### src/rtl/wb_pkg.sv
// Shared types and constants for the write-back stage: result selector,
// load funct3 encodings and FSM states.
package wb_pkg;

  typedef enum logic [1:0] {
    WB_ALU = 2'b00,
    WB_MEM = 2'b01,
    WB_PC4 = 2'b10,
    WB_IMM = 2'b11
  } wb_sel_e;

  localparam logic [2:0] F3_LB  = 3'b000;
  localparam logic [2:0] F3_LH  = 3'b001;
  localparam logic [2:0] F3_LW  = 3'b010;
  localparam logic [2:0] F3_LD  = 3'b011;
  localparam logic [2:0] F3_LBU = 3'b100;
  localparam logic [2:0] F3_LHU = 3'b101;
  localparam logic [2:0] F3_LWU = 3'b110;

  typedef enum logic [1:0] {
    IDLE     = 2'b00,
    WAIT_MEM = 2'b01,
    DRAIN    = 2'b10
  } wb_state_e;

endpackage

### src/rtl/wb_stage_load_align.sv
// Combinational load aligner: picks the byte/half/word addressed by off out of
// the memory response word and sign- or zero-extends it to XLEN.
module load_align #(
  parameter int XLEN  = 32,
  parameter int OFF_W = $clog2(XLEN/8)
) (
  input  logic [XLEN-1:0]  rdata,
  input  logic [2:0]       funct3,
  input  logic [OFF_W-1:0] off,
  output logic [XLEN-1:0]  data
);
  import wb_pkg::*;

  logic [XLEN-1:0] byte_sh;
  logic [XLEN-1:0] half_sh;
  logic [XLEN-1:0] word_sh;

  // Halfword offset drops off[0]; misaligned halves are trapped upstream.
  always_comb begin
    byte_sh = rdata >> {off, 3'b000};
    half_sh = rdata >> {off[OFF_W-1:1], 4'b0000};
    word_sh = rdata;
    if (XLEN == 64) begin
      word_sh = rdata >> {off[OFF_W-1], 5'b00000};
    end
  end

  always_comb begin
    data = '0;
    case (funct3)
      F3_LB: begin
        data      = {XLEN{byte_sh[7]}};
        data[7:0] = byte_sh[7:0];
      end
      F3_LBU: data[7:0] = byte_sh[7:0];
      F3_LH: begin
        data       = {XLEN{half_sh[15]}};
        data[15:0] = half_sh[15:0];
      end
      F3_LHU: data[15:0] = half_sh[15:0];
      F3_LW: begin
        data       = {XLEN{word_sh[31]}};
        data[31:0] = word_sh[31:0];
      end
      F3_LWU: begin
        if (XLEN == 64) begin
          data[31:0] = word_sh[31:0];
        end
      end
      F3_LD: begin
        if (XLEN == 64) begin
          data = rdata;
        end
      end
      default: data = '0;
    endcase
  end

endmodule

### src/rtl/wb_stage.sv
// Registered write-back stage: selects the result, waits for late loads and
// drives the register-file write port. WB_PERF_EN adds retire/stall counters.
module wb_stage #(
  parameter int XLEN   = 32,
  parameter int REG_AW = 5,
  parameter int OFF_W  = $clog2(XLEN/8)
) (
  input  logic              clk_i,
  input  logic              rst_ni,
  input  logic              in_valid_i,
  output logic              in_ready_o,
  input  logic [XLEN-1:0]   pc_i,
  input  logic [XLEN-1:0]   alu_i,
  input  logic [XLEN-1:0]   imm_i,
  input  logic [1:0]        wb_sel_i,
  input  logic [REG_AW-1:0] rd_addr_i,
  input  logic              rd_we_i,
  input  logic [2:0]        ld_funct3_i,
  input  logic [OFF_W-1:0]  ld_off_i,
  input  logic              mem_rvalid_i,
  input  logic [XLEN-1:0]   mem_rdata_i,
  input  logic              flush_i,
  output logic              rf_we_o,
  output logic [REG_AW-1:0] rf_waddr_o,
  output logic [XLEN-1:0]   rf_wdata_o,
  output logic              busy_o
`ifdef WB_PERF_EN
  ,
  output logic [31:0]       retire_cnt_o,
  output logic [31:0]       ld_stall_cnt_o
`endif
);
  import wb_pkg::*;

  wb_state_e         state_q, state_d;
  logic [REG_AW-1:0] rd_q, rd_d;
  logic              rd_we_q, rd_we_d;
  logic [2:0]        f3_q, f3_d;
  logic [OFF_W-1:0]  off_q, off_d;
  logic              rf_we_q, rf_we_d;
  logic [REG_AW-1:0] rf_waddr_q, rf_waddr_d;
  logic [XLEN-1:0]   rf_wdata_q, rf_wdata_d;

  wb_sel_e           sel;
  logic [2:0]        la_f3;
  logic [OFF_W-1:0]  la_off;
  logic [XLEN-1:0]   ld_data;
  logic [XLEN-1:0]   sel_data;
  logic              done;
  logic [REG_AW-1:0] done_rd;
  logic              done_we;
  logic [XLEN-1:0]   done_data;

  // A waiting load aligns with its captured type/offset, otherwise the live ones.
  always_comb begin
    la_f3  = (state_q == WAIT_MEM) ? f3_q  : ld_funct3_i;
    la_off = (state_q == WAIT_MEM) ? off_q : ld_off_i;
  end

  load_align #(
    .XLEN  (XLEN),
    .OFF_W (OFF_W)
  ) u_load_align (
    .rdata  (mem_rdata_i),
    .funct3 (la_f3),
    .off    (la_off),
    .data   (ld_data)
  );

  always_comb begin
    sel = wb_sel_e'(wb_sel_i);
    case (sel)
      WB_ALU:  sel_data = alu_i;
      WB_PC4:  sel_data = pc_i + XLEN'(4);
      WB_IMM:  sel_data = imm_i;
      default: sel_data = ld_data;
    endcase
  end

  always_comb begin
    state_d   = state_q;
    rd_d      = rd_q;
    rd_we_d   = rd_we_q;
    f3_d      = f3_q;
    off_d     = off_q;
    done      = 1'b0;
    done_rd   = rd_addr_i;
    done_we   = rd_we_i;
    done_data = sel_data;
    case (state_q)
      IDLE: begin
        if (in_valid_i && !flush_i) begin
          if (sel != WB_MEM || mem_rvalid_i) begin
            done = 1'b1;
          end else begin
            state_d = WAIT_MEM;
            rd_d    = rd_addr_i;
            rd_we_d = rd_we_i;
            f3_d    = ld_funct3_i;
            off_d   = ld_off_i;
          end
        end
      end
      WAIT_MEM: begin
        done_rd   = rd_q;
        done_we   = rd_we_q;
        done_data = ld_data;
        if (mem_rvalid_i) begin
          state_d = IDLE;
          done    = !flush_i;
        end else if (flush_i) begin
          state_d = DRAIN;
        end
      end
      DRAIN: begin
        if (mem_rvalid_i) begin
          state_d = IDLE;
        end
      end
      default: state_d = IDLE;
    endcase

    // x0 is hardwired, so a completion targeting it never pulses the write port.
    rf_we_d    = done && done_we && (done_rd != '0);
    rf_waddr_d = rf_we_d ? done_rd   : rf_waddr_q;
    rf_wdata_d = rf_we_d ? done_data : rf_wdata_q;
  end

  always_ff @(posedge clk_i or negedge rst_ni) begin
    if (!rst_ni) begin
      state_q    <= IDLE;
      rd_q       <= '0;
      rd_we_q    <= 1'b0;
      f3_q       <= '0;
      off_q      <= '0;
      rf_we_q    <= 1'b0;
      rf_waddr_q <= '0;
      rf_wdata_q <= '0;
    end else begin
      state_q    <= state_d;
      rd_q       <= rd_d;
      rd_we_q    <= rd_we_d;
      f3_q       <= f3_d;
      off_q      <= off_d;
      rf_we_q    <= rf_we_d;
      rf_waddr_q <= rf_waddr_d;
      rf_wdata_q <= rf_wdata_d;
    end
  end

  assign in_ready_o = (state_q == IDLE);
  assign busy_o     = (state_q != IDLE);
  assign rf_we_o    = rf_we_q;
  assign rf_waddr_o = rf_waddr_q;
  assign rf_wdata_o = rf_wdata_q;

`ifdef WB_PERF_EN
  logic        retire_q, retire_d;
  logic [31:0] retire_cnt_q, retire_cnt_d;
  logic [31:0] stall_cnt_q, stall_cnt_d;

  // Retirement is counted in the cycle the write port shows it; both saturate.
  always_comb begin
    retire_d     = done;
    retire_cnt_d = retire_cnt_q;
    stall_cnt_d  = stall_cnt_q;
    if (retire_q && retire_cnt_q != 32'hFFFF_FFFF) begin
      retire_cnt_d = retire_cnt_q + 32'd1;
    end
    if (state_q == WAIT_MEM && stall_cnt_q != 32'hFFFF_FFFF) begin
      stall_cnt_d = stall_cnt_q + 32'd1;
    end
  end

  always_ff @(posedge clk_i or negedge rst_ni) begin
    if (!rst_ni) begin
      retire_q     <= 1'b0;
      retire_cnt_q <= '0;
      stall_cnt_q  <= '0;
    end else begin
      retire_q     <= retire_d;
      retire_cnt_q <= retire_cnt_d;
      stall_cnt_q  <= stall_cnt_d;
    end
  end

  assign retire_cnt_o   = retire_cnt_q;
  assign ld_stall_cnt_o = stall_cnt_q;
`endif

endmodule
### config.mk
export PLATFORM = sky130hd
export DESIGN_NAME = wb_stage
export DESIGN_NICKNAME = d
export VERILOG_FILES = /design/src/rtl/wb_pkg.sv /design/src/rtl/wb_stage_load_align.sv /design/src/rtl/wb_stage.sv
export SDC_FILE = /design/constraint.sdc
export NUM_CORES = 1
export LEC_CHECK = 0
export ABC_AREA = 1
export ABC_CLOCK_PERIOD_IN_PS = 3000
export BUFFER_PORTS_ARGS = -buffer_cell sky130_fd_sc_hd__buf_2
export CAP_MARGIN = 15
export CORE_MARGIN = 3
export CORE_UTILIZATION = 45
export DETAILED_ROUTE_END_ITERATION = 8
export MAX_ROUTING_LAYER = met4
export PLACE_DENSITY = 0.74
export REMOVE_ABC_BUFFERS = 1
export SYNTH_ARGS = -nofsm -noshare
export SYNTH_HDL_FRONTEND = slang
export SYNTH_SLANG_ARGS = --single-unit
### constraint.sdc
create_clock -name clk_i -period 3 [get_ports clk_i]
set_input_delay 0.3 -clock clk_i [delete_from_list [all_inputs] [get_ports clk_i]]
set_output_delay 0.3 -clock clk_i [all_outputs]
set_load 0.01 [all_outputs]
After elaboration in Yosys (flattened, before gate mapping):

Cells that the tools add are included.
Widths: inputs -> output; s select.

* bits in registers: 51
* bits of input ports: 146
* output and inout port bits: 40
* logic and storage cells: 58

* add/subtract/negate cells: 1
* equality and inequality tests: 13
* shift operators: 2
* muxes and demuxes: 19
* bitwise gates (word level): 1
* reductions and logical operators: 14

Operators by type and width (count)
* $pmux 32 s3: 1
* $pmux 16 s3: 1
* $pmux 8 s3: 2
* $add 32x3->32 const B: 1
* $mux 32: 1
* $shr 32x5->16: 1
* $shr 32x5->8: 1
* $mux 2: 6
* $eq 2x2->1 const B: 3
* $eq 3x3->1 const B: 2
* $pmux 2 s3: 1
* $mux 5: 1
* $reduce_bool 5->1: 1
* $logic_not 2->1: 2
* $mux 1: 4
* $ne 2x1->1 const B: 2
* $ne 2x2->1 const B: 2
* $reduce_and 4->1: 1
* $reduce_or 2->1: 2
* $eq 3x1->1 const B: 1
* $eq 3x2->1 const B: 1
* $logic_and 1x1->1: 3
* $logic_not 3->1: 1
* $mux 3: 1
* 8 further kinds: 8

Depth between registers and ports, before layout:

Gate-level depths: netlist of the first run.

* word-level depth: 7
* depth in mapped cells: 15

By module:

From an unflattened synthesis of the first run, not the netlist that was laid out.

* cell total of the unflattened synthesis: 841
* area, all modules: 4872.2 µm²

By module, submodules not included
* wb_stage: instances 1, cells an instance 623, area an instance 3836.2 µm²
* load_align: instances 1, cells an instance 218, area an instance 1036.0 µm²

Worst setup path before layout of the first run:

OpenSTA, ideal clock, no wires.

* path type: register -> register
* from: reg state_q[1]
* to: reg rf_wdata_q[20], in the netlist rf_wdata_o[20]
* setup time: 0.113 ns
* arrival: 1.571 ns
* required time: 2.887 ns
* path slack: 1.316 ns
* cell stages (with the launch flop): 13
* path buffers: 2
* clock period less this slack: 1.684 ns
* cells stage by stage: dfrtp_1 inv_2 buf_6 nand2_2 inv_1 nand2_1 a22oi_2 nand2_1 inv_2 buf_6 nand3_1 nand2_1 inv_1

* elaborated cells on any way between the ends: 18
* those cells by class: eq/ne: 3; shift: 2; mux: 8; reduce/logical: 5

RTL lines
* from (decl): line wb_stage.sv:35 `wb_state_e state_q, state_d;`
* from (signal assigned): line wb_stage.sv:140 `state_q <= state_d;`
* $logic_not 2->1
* named net in_ready_o: line wb_stage.sv:11 `output logic in_ready_o,`
* $pmux 1 s2: line wb_stage.sv:90 `case (state_q)`
* $logic_and 1x1->1 (2 in series): line wb_stage.sv:124 `rf_we_d = done && done_we && (done_rd != '0);`
* to (signal assigned): line wb_stage.sv:147 `rf_wdata_q <= rf_wdata_d;`
* to (decl): line wb_stage.sv:42 `logic [XLEN-1:0] rf_wdata_q, rf_wdata_d;`

The timed path passes the listed nets, and every way through them passes these cells.
A chain may end at the register's enable or synchronous reset.

Worst setup path in the final report of the first run:

* from: reg state_q[0]
* to: reg rf_wdata_q[15], in the netlist rf_wdata_o[15]

* longest elaborated chain between the ends: 7
* elaborated cells on any way between the ends: 20
* those cells by class: eq/ne: 4; shift: 2; mux: 8; reduce/logical: 6

RTL lines
* branches (longest 7 deep; another with $shr 32x5->16)

Several ways; the timed one is not identified.

==> results.json, run 1 <==
{
  "peakVddDrop_mv": 0.284,
  "required_ns": 3.23,
  "top_layer_used": "met4",
  "p_leak_nw": 3.34,
  "wl_per_cell_um": 14.6,
  "setup_violations": 0,
  "yosys_warnings": 0,
  "drt-initial-drc-count": 414,
  "drt-met1-wl_mm": 7.27,
  "cp_max_fo": 24,
  "fin_util_pct": 56.5,
  "clk_pin_slew_worst_paths_ns": 0.10,
  "cts.sinks": 51,
  "antenna_found_initial": 1,
  "relSlewSlack_pct": 30.9,
  "fmax_mhz": 427,
  "place_hpwl_mm": 13.0,
  "area_delta_synth_final_pct": 21.5,
  "wl_met3_mm": 1.37,
  "synth_cells": 829,
  "avgSynthCellArea_um2": 5.85,
  "via_count": 5887,
  "dieArea_mm2": 0.0120,
  "hold_violations": 0,
  "drv_slew": 0,
  "swShare_pct": 37.2,
  "synth_top_area_share_pct": 26.3,
  "finalClockSkew_ns": 0.00495,
  "critPathArrivalTime_ns": 2.57,
  "worst_setup_path_start_kind": "register",
  "clockBufferDepth": 2,
  "r2r_cells": 10,
  "path_class": "reg2reg",
  "timing.rr.start": "state_q[0]",
  "portBuffers": 185,
  "num_rows": 37,
  "clk_latency_ns": 0.31,
  "cap_violations": 0,
  "pin_count": 186,
  "period_minus_slack_ns": 2.34,
  "p_per_area_mw_per_mm2": 386,
  "finalSetupTns_ns": 0,
  "grt_start_max_net_pins": 40,
  "grt_pass1_vias": 5191,
  "finalCritPeriodShare_pct": 78.0,
  "fp.dieH_um": 110,
  "grt_pass1_wl_mm": 25.4,
  "synthTopCellsByArea": "dfrtp_1, nand2_1, nand3_1, inv_1, nor2_1",
  "endpoint_kind": "register",
  "chipWidth_um": 110,
  "route.met2.wl_mm": 7.59,
  "r2r_slack_ns": 0.66,
  "fillers": 1130,
  "cts_tree": "yes",
  "rsz0062_at_grt": "no",
  "cts_max_level": 2,
  "syn_area_mm2": 0.00485,
  "fp.coreArea_mm2": 0.0104,
  "start_util_pct": 46.5,
  "drtAntennaViolNets": 0,
  "synth_top_area_cell": "dfrtp_1",
  "routed_wl_mm": 16.6,
  "cts_setup_buffers": 0,
  "p_switching_w": 0.000844,
  "p_seq_share_pct": 41.3,
  "yosysUniqueCellTypes": 38,
  "root_buffer": "clkbuf_8",
  "rr_endpoint": "rf_wdata_o[15]",
  "p_int_w": 0.00143,
  "grtUsageTotal_pct": 27.6,
  "drt_pass1_iterations": 5,
  "cts_made_buffers": 5,
  "status": "completed",
  "ctsResizeCount": 0,
  "critPathLaunch": "state_q[0]",
  "ys_seq_area_share_pct": 26.3,
  "pwr-share-clk_pct": 21.2,
  "drive_above_1_share_pct": 23.5,
  "ys_ff_latch": 51,
  "drc": 0,
  "finalNetCount": 1142,
  "gp_congestion": 0.936,
  "worst_pin_slew_ns": 1.03,
  "power_frac_comb_pct": 37.5,
  "via_per_inst": 5.20,
  "cts_hold_buffers": 0,
  "hp-class": "in2async",
  "grt-ovfl-total": 0
}
## worst max-delay path by stage
stage                                end  slack [ns]
final                     rf_wdata_o[15]        0.66
after global routing      rf_wdata_o[24]        0.43
after CTS                 rf_wdata_o[15]        0.71
after detailed placement  rf_wdata_o[31]        0.75
after global placement    rf_wdata_o[31]        0.82
after floorplan           rf_wdata_o[20]        0.41
## sequential cells by signal, indices dropped and copies added, names as in the netlist
signal	count
rf_wdata_o	32
rd_q	5
rf_waddr_o	5
f3_q	3
off_q	2
state_q	2
rd_we_q	1
rf_we_o	1
## worst max-delay path, cell delays in order (launching register included)
cell	delay (ns)
dfrtp_1	0.64
nand2_4	0.20
nand2_1	0.18
nand2_4	0.16
inv_2	0.21
nand2_1	0.08
nand2_1	0.08
nand2_2	0.29
nand2_1	0.18
nand2_1	0.08
a21oi_1	0.16
## cells in the final DEF (no fill, tap or decap), types with 2 or more instances in the layout
cell        n
nor2_2      6
nand3_2     2
a22o_1     18
a21oi_1    34
or2_1       3
nand3_1    83
inv_1      91
a31oi_1     2
o21ai_1     4
nand2_1   327
or2_2       4
buf_2     185
nand4_1     2
dfrtp_1    51
nand2_2     7
nor2_4      2
a221oi_1    3
nor2_1     89
buf_4       6
o21bai_1    3
nand3_4     3
o21ai_0    32
o211ai_1   11
nand2_4     4
inv_2       5
clkbuf_8    5
## cell usage after synthesis
| master | count |
|---|---|
| a22oi_1 | 1 |
| inv_2 | 5 |
| nor2_4 | 2 |
| nand3_2 | 2 |
| mux2_2 | 1 |
| nor2_2 | 5 |
| clkbuf_1 | 13 |
| nand2_1 | 327 |
| nand2_2 | 7 |
| nand3_4 | 3 |
| a31oi_2 | 1 |
| clkinv_1 | 1 |
| o2111ai_1 | 1 |
| nand2_4 | 4 |
| buf_2 | 6 |
| xnor2_1 | 1 |
| o21bai_1 | 3 |
| o31ai_1 | 1 |
| or2_1 | 3 |
| a21oi_1 | 34 |
| ha_1 | 1 |
| nand3_1 | 83 |
| o21ai_1 | 4 |
| dfrtp_1 | 51 |
| a22o_1 | 18 |
| nand4_1 | 2 |
| o21ai_0 | 32 |
| or2_2 | 4 |
| o211ai_1 | 11 |
| inv_4 | 1 |
| buf_6 | 8 |
| buf_4 | 5 |
| a31oi_1 | 2 |
| a221oi_1 | 3 |
| nor2_1 | 90 |
| inv_1 | 91 |
| a22oi_2 | 1 |
| nand3b_1 | 1 |
## cells by family (layout without fill, tap and decap cells)
logic type                 Yosys count  after routing  share of synthesized area [%]
and+or+nand+nor                    533            533                           46.6
buffers and inverters              130            296                           11.9
AOI/OAI and AO/OA                  112            112                           14.5
DFF                                 51             51                           26.3
adders and majority gates            1              1                          0.258
xor gates and xnor gates             1              1                          0.181
muxes                                1              1                          0.232
other                                0              1                              0
## cell type report
| class | instances | area, um^2 | share of cell area, % |
|---|---|---|---|
| inverter | 98 | 370 | 6.29 |
| antenna | 1 | 2.50 | 0.0425 |
| clock buffer | 6 | 72.6 | 1.23 |
| multi-input combinational | 648 | 3000 | 50.9 |
| timing repair buffer | 191 | 971 | 16.5 |
| tap | 136 | 170 | 2.89 |
| clock inverter | 1 | 30.0 | 0.510 |
| sequential | 51 | 1280 | 21.7 |
## power by group through the flow
| stage | logic, W | clock network [W] | registers [W] |
|---|---|---|---|
| floorplan | 0.000399 | 0 | 0.000994 |
| finish | 0.000852 | 0.000481 | 0.000938 |
| detailed placement | 0.000848 | 0 | 0.000947 |
| CTS | 0.000852 | 0.000487 | 0.000936 |
| global placement | 0.000836 | 0 | 0.000947 |
| global route | 0.000962 | 0.000518 | 0.000957 |
## layer usage
metal,up-vias,GRT usage (%)
li1,2968,-
met1,2618,37.6
met2,272,43.9
met3,29,3.17
met4,0,7.03
met5,-,-
## per-stage QoR
stage          total power, W  worst slack, ns  instance area (um^2)  cells  hold slack [ns]
2_1_floorplan         0.00139            0.409                  4640    797          0.00441
3_3_place_gp          0.00178            0.824                  5780   1124            0.410
3_5_place_dp          0.00179            0.748                  5780   1124            0.410
4_1_cts               0.00227            0.708                  5890   1131           0.0750
5_1_grt               0.00244            0.429                  5890   1132            0.101
6_report              0.00227            0.659                  5890   1132           0.0468
(Power assumes the default switching activity.)
==> inputs of run 2 (changes only) <==
Settings changed: ABC_AREA 1 to 0, ABC_CLOCK_PERIOD_IN_PS 3000 to 2300, PLACE_DENSITY 0.74 to 0.77.
Clock period 3 ns to 2.3 ns, I/O delays scaled along.
==> run 2 against run 1 <==
  * Clock skew grew 0.0063 ns
  * Sequential power grew 36%
  * Largest cell class unchanged
  * Flip-flop and latch count is the same
  * Worst hold slack gained 0.070 ns
  * Clock-buffer cell count shrank 1
==> results.json, run 2 <==
{
  "synth_commonest_cells": "nand2_1, dfrtp_1, nor2_1, a21oi_1, o21ai_0",
  "p_leak_nw": 2.45,
  "clk_pin_slew_worst_paths_ns": 0.10,
  "grt_start_max_net_pins": 40,
  "fillers": 790,
  "gp_congestion": 0.960,
  "synth_cells": 488,
  "grt_pass1_wl_mm": 23.6,
  "yosysMostFrequentCell": "nand2_1",
  "ys_ff_latch": 51,
  "critPathArrivalTime_ns": 2.38,
  "grt_pass1_vias": 4535,
  "dieArea_mm2": 0.0103,
  "clk_latency_ns": 0.31,
  "grtUsageTotal_pct": 30.2,
  "cts_max_level": 2,
  "root_buffer": "clkbuf_8",
  "layout_setup_ws_ns": 0.117,
  "hold_slack_ns": 0.117,
  "setup_violations": 0,
  "required_ns": 2.49,
  "layout_commonest_cell": "buf_2",
  "peakVddDrop_mv": 0.435,
  "endpoint_kind": "register",
  "drtAntennaViolNets": 0,
  "drt-initial-drc-count": 300,
  "synth_edf_count": 0,
  "drv_slew": 0,
  "relSlewSlack_pct": 36.5,
  "cts_tree": "yes",
  "synth_top_area_cell": "dfrtp_1",
  "grt-ovfl-total": 0,
  "hold_violations": 0,
  "syn_area_mm2": 0.00410,
  "portBuffers": 185,
  "largest_reg_flops": 32,
  "ys_async_sr_fraction_pct": 100,
  "antenna_found_initial": 1,
  "ys_seq_area_share_pct": 31.1,
  "fmax_mhz": 458,
  "pre_cts_slack_ns": 0.0453,
  "worst_setup_path_start_kind": "register",
  "clockBufferDepth": 2,
  "chipWidth_um": 101,
  "worst_pin_slew_ns": 0.948,
  "pin_count": 186,
  "status": "completed",
  "hp-class": "in2reg",
  "p_per_area_mw_per_mm2": 558,
  "fp.dieH_um": 101,
  "avgSynthCellArea_um2": 8.40,
  "path_class": "reg2reg",
  "synth_top_area_share_pct": 31.1,
  "drt_pass1_iterations": 8,
  "cp_max_fo": 39,
  "finalNetCount": 826,
  "ys.flop_type": "dfrtp_1",
  "place_hpwl_mm": 12.8,
  "cap_violations": 0,
  "fin_util_pct": 61.8,
  "start_util_pct": 46.8,
  "finalCritPeriodShare_pct": 94.9,
  "period_minus_slack_ns": 2.18,
  "wl_per_cell_um": 20.0,
  "via_count": 4855,
  "via_per_inst": 6.15,
  "area_delta_synth_final_pct": 32.2,
  "yosysUniqueCellTypes": 67,
  "mostFrequentLayoutCells": "buf_2, nand2_1, dfrtp_1, nor2_1, a21oi_1",
  "cts.sinks": 51,
  "register_area_mm2": 0.00128,
  "fp.coreArea_mm2": 0.00876,
  "rsz0062_at_grt": "yes",
  "num_rows": 34,
  "yosys_warnings": 0,
  "drc": 0,
  "synthTopCellsByArea": "dfrtp_1, nand2_1, a21oi_1, mux2_2, nor2_1",
  "drive_above_1_share_pct": 38.2,
  "multi_input_area_mm2": 0.00266,
  "cts_made_buffers": 5,
  "finalClockSkew_ns": 0.0112,
  "routed_wl_mm": 15.7
}
## run 2: area by class of cell
type	count	area share, %
clock buffer	5	1.27
clock inverter	3	0.854
tap	108	2.49
antenna	1	0.0462
inverter	7	0.485
sequential	51	23.6
multi-input combinational	399	49.1
timing repair buffer	215	22.2
## run 2: path summary, 6_finish.rpt
kind | startpoint | to | slack (ns) | cells past startpoint
setup / recovery | rd_q[2] | rf_wdata_o[27] | 0.12 | 7
hold / removal | mem_rvalid_i | state_q[1] | 0.12 | 2
setup reg to reg | rd_q[2] | rf_wdata_o[27] | 0.12 | 7
hold reg to reg | rf_wdata_o[6] | rf_wdata_o[6] | 0.50 | 2
max in group asynchronous | rst_ni | rf_wdata_o[31] | 1.26 | 3
min in group asynchronous | rst_ni | rf_wdata_o[6] | 0.47 | 2
## run 2: critical path, stage by stage (launching register included)
cell,delay (ns)
dfrtp_1,0.41
or4_1,0.53
o21ai_1,0.19
o21ai_1,0.09
nand2b_1,0.14
buf_12,0.23
a311oi_1,0.07
a2111o_1,0.39
## run 2: logic make-up (layout without fill, tap and decap cells)
| family | Yosys count | count (layout) | synth area share, % |
|---|---|---|---|
| simple gates | 179 | 180 | 22.5 |
| other cells | 0 | 1 | 0 |
| mux | 30 | 30 | 7.88 |
| flops | 51 | 51 | 31.1 |
| xor+xnor | 25 | 25 | 5.34 |
| compound gates | 163 | 163 | 28.2 |
| buf+inv | 39 | 230 | 4.58 |
| fa+ha+maj | 1 | 1 | 0.305 |
## run 2: routing by layer
layer  global-route usage [%]  up-vias  share of wire [%]
li1                         -     2259                  -
met1                     39.8     2332                 42
met2                     50.4      248                 48
met3                     3.65       16                8.0
met4                     5.83        0                1.8
met5                        -        -                  0
## run 2: what timing repair did
item / CTS / global route
hold buffers: 1 / 0
setup buffers: 0 / 1
hold endpoints to repair: 25 / 0
gates resized for setup: 0 / 6
setup endpoints to repair: 0 / 25
## run 2: report_power, final
part	internal (W)	switching (W)
clock	0.000329	0.000334
sequential	0.00111	0.000166
combinational	0.000504	0.000580
## run 2: per-stage QoR
stage / instances / TNS (ns) / area (um^2) / power (W)
after floorplan: 456 / -26.06 / 3940 / 0.00178
after CTS: 786 / 0 / 5380 / 0.00303
after detailed placement: 777 / 0 / 5260 / 0.00237
after global routing: 789 / -0.0177 / 5420 / 0.00319
final: 789 / 0 / 5420 / 0.00303
after global placement: 777 / 0 / 5260 / 0.00234
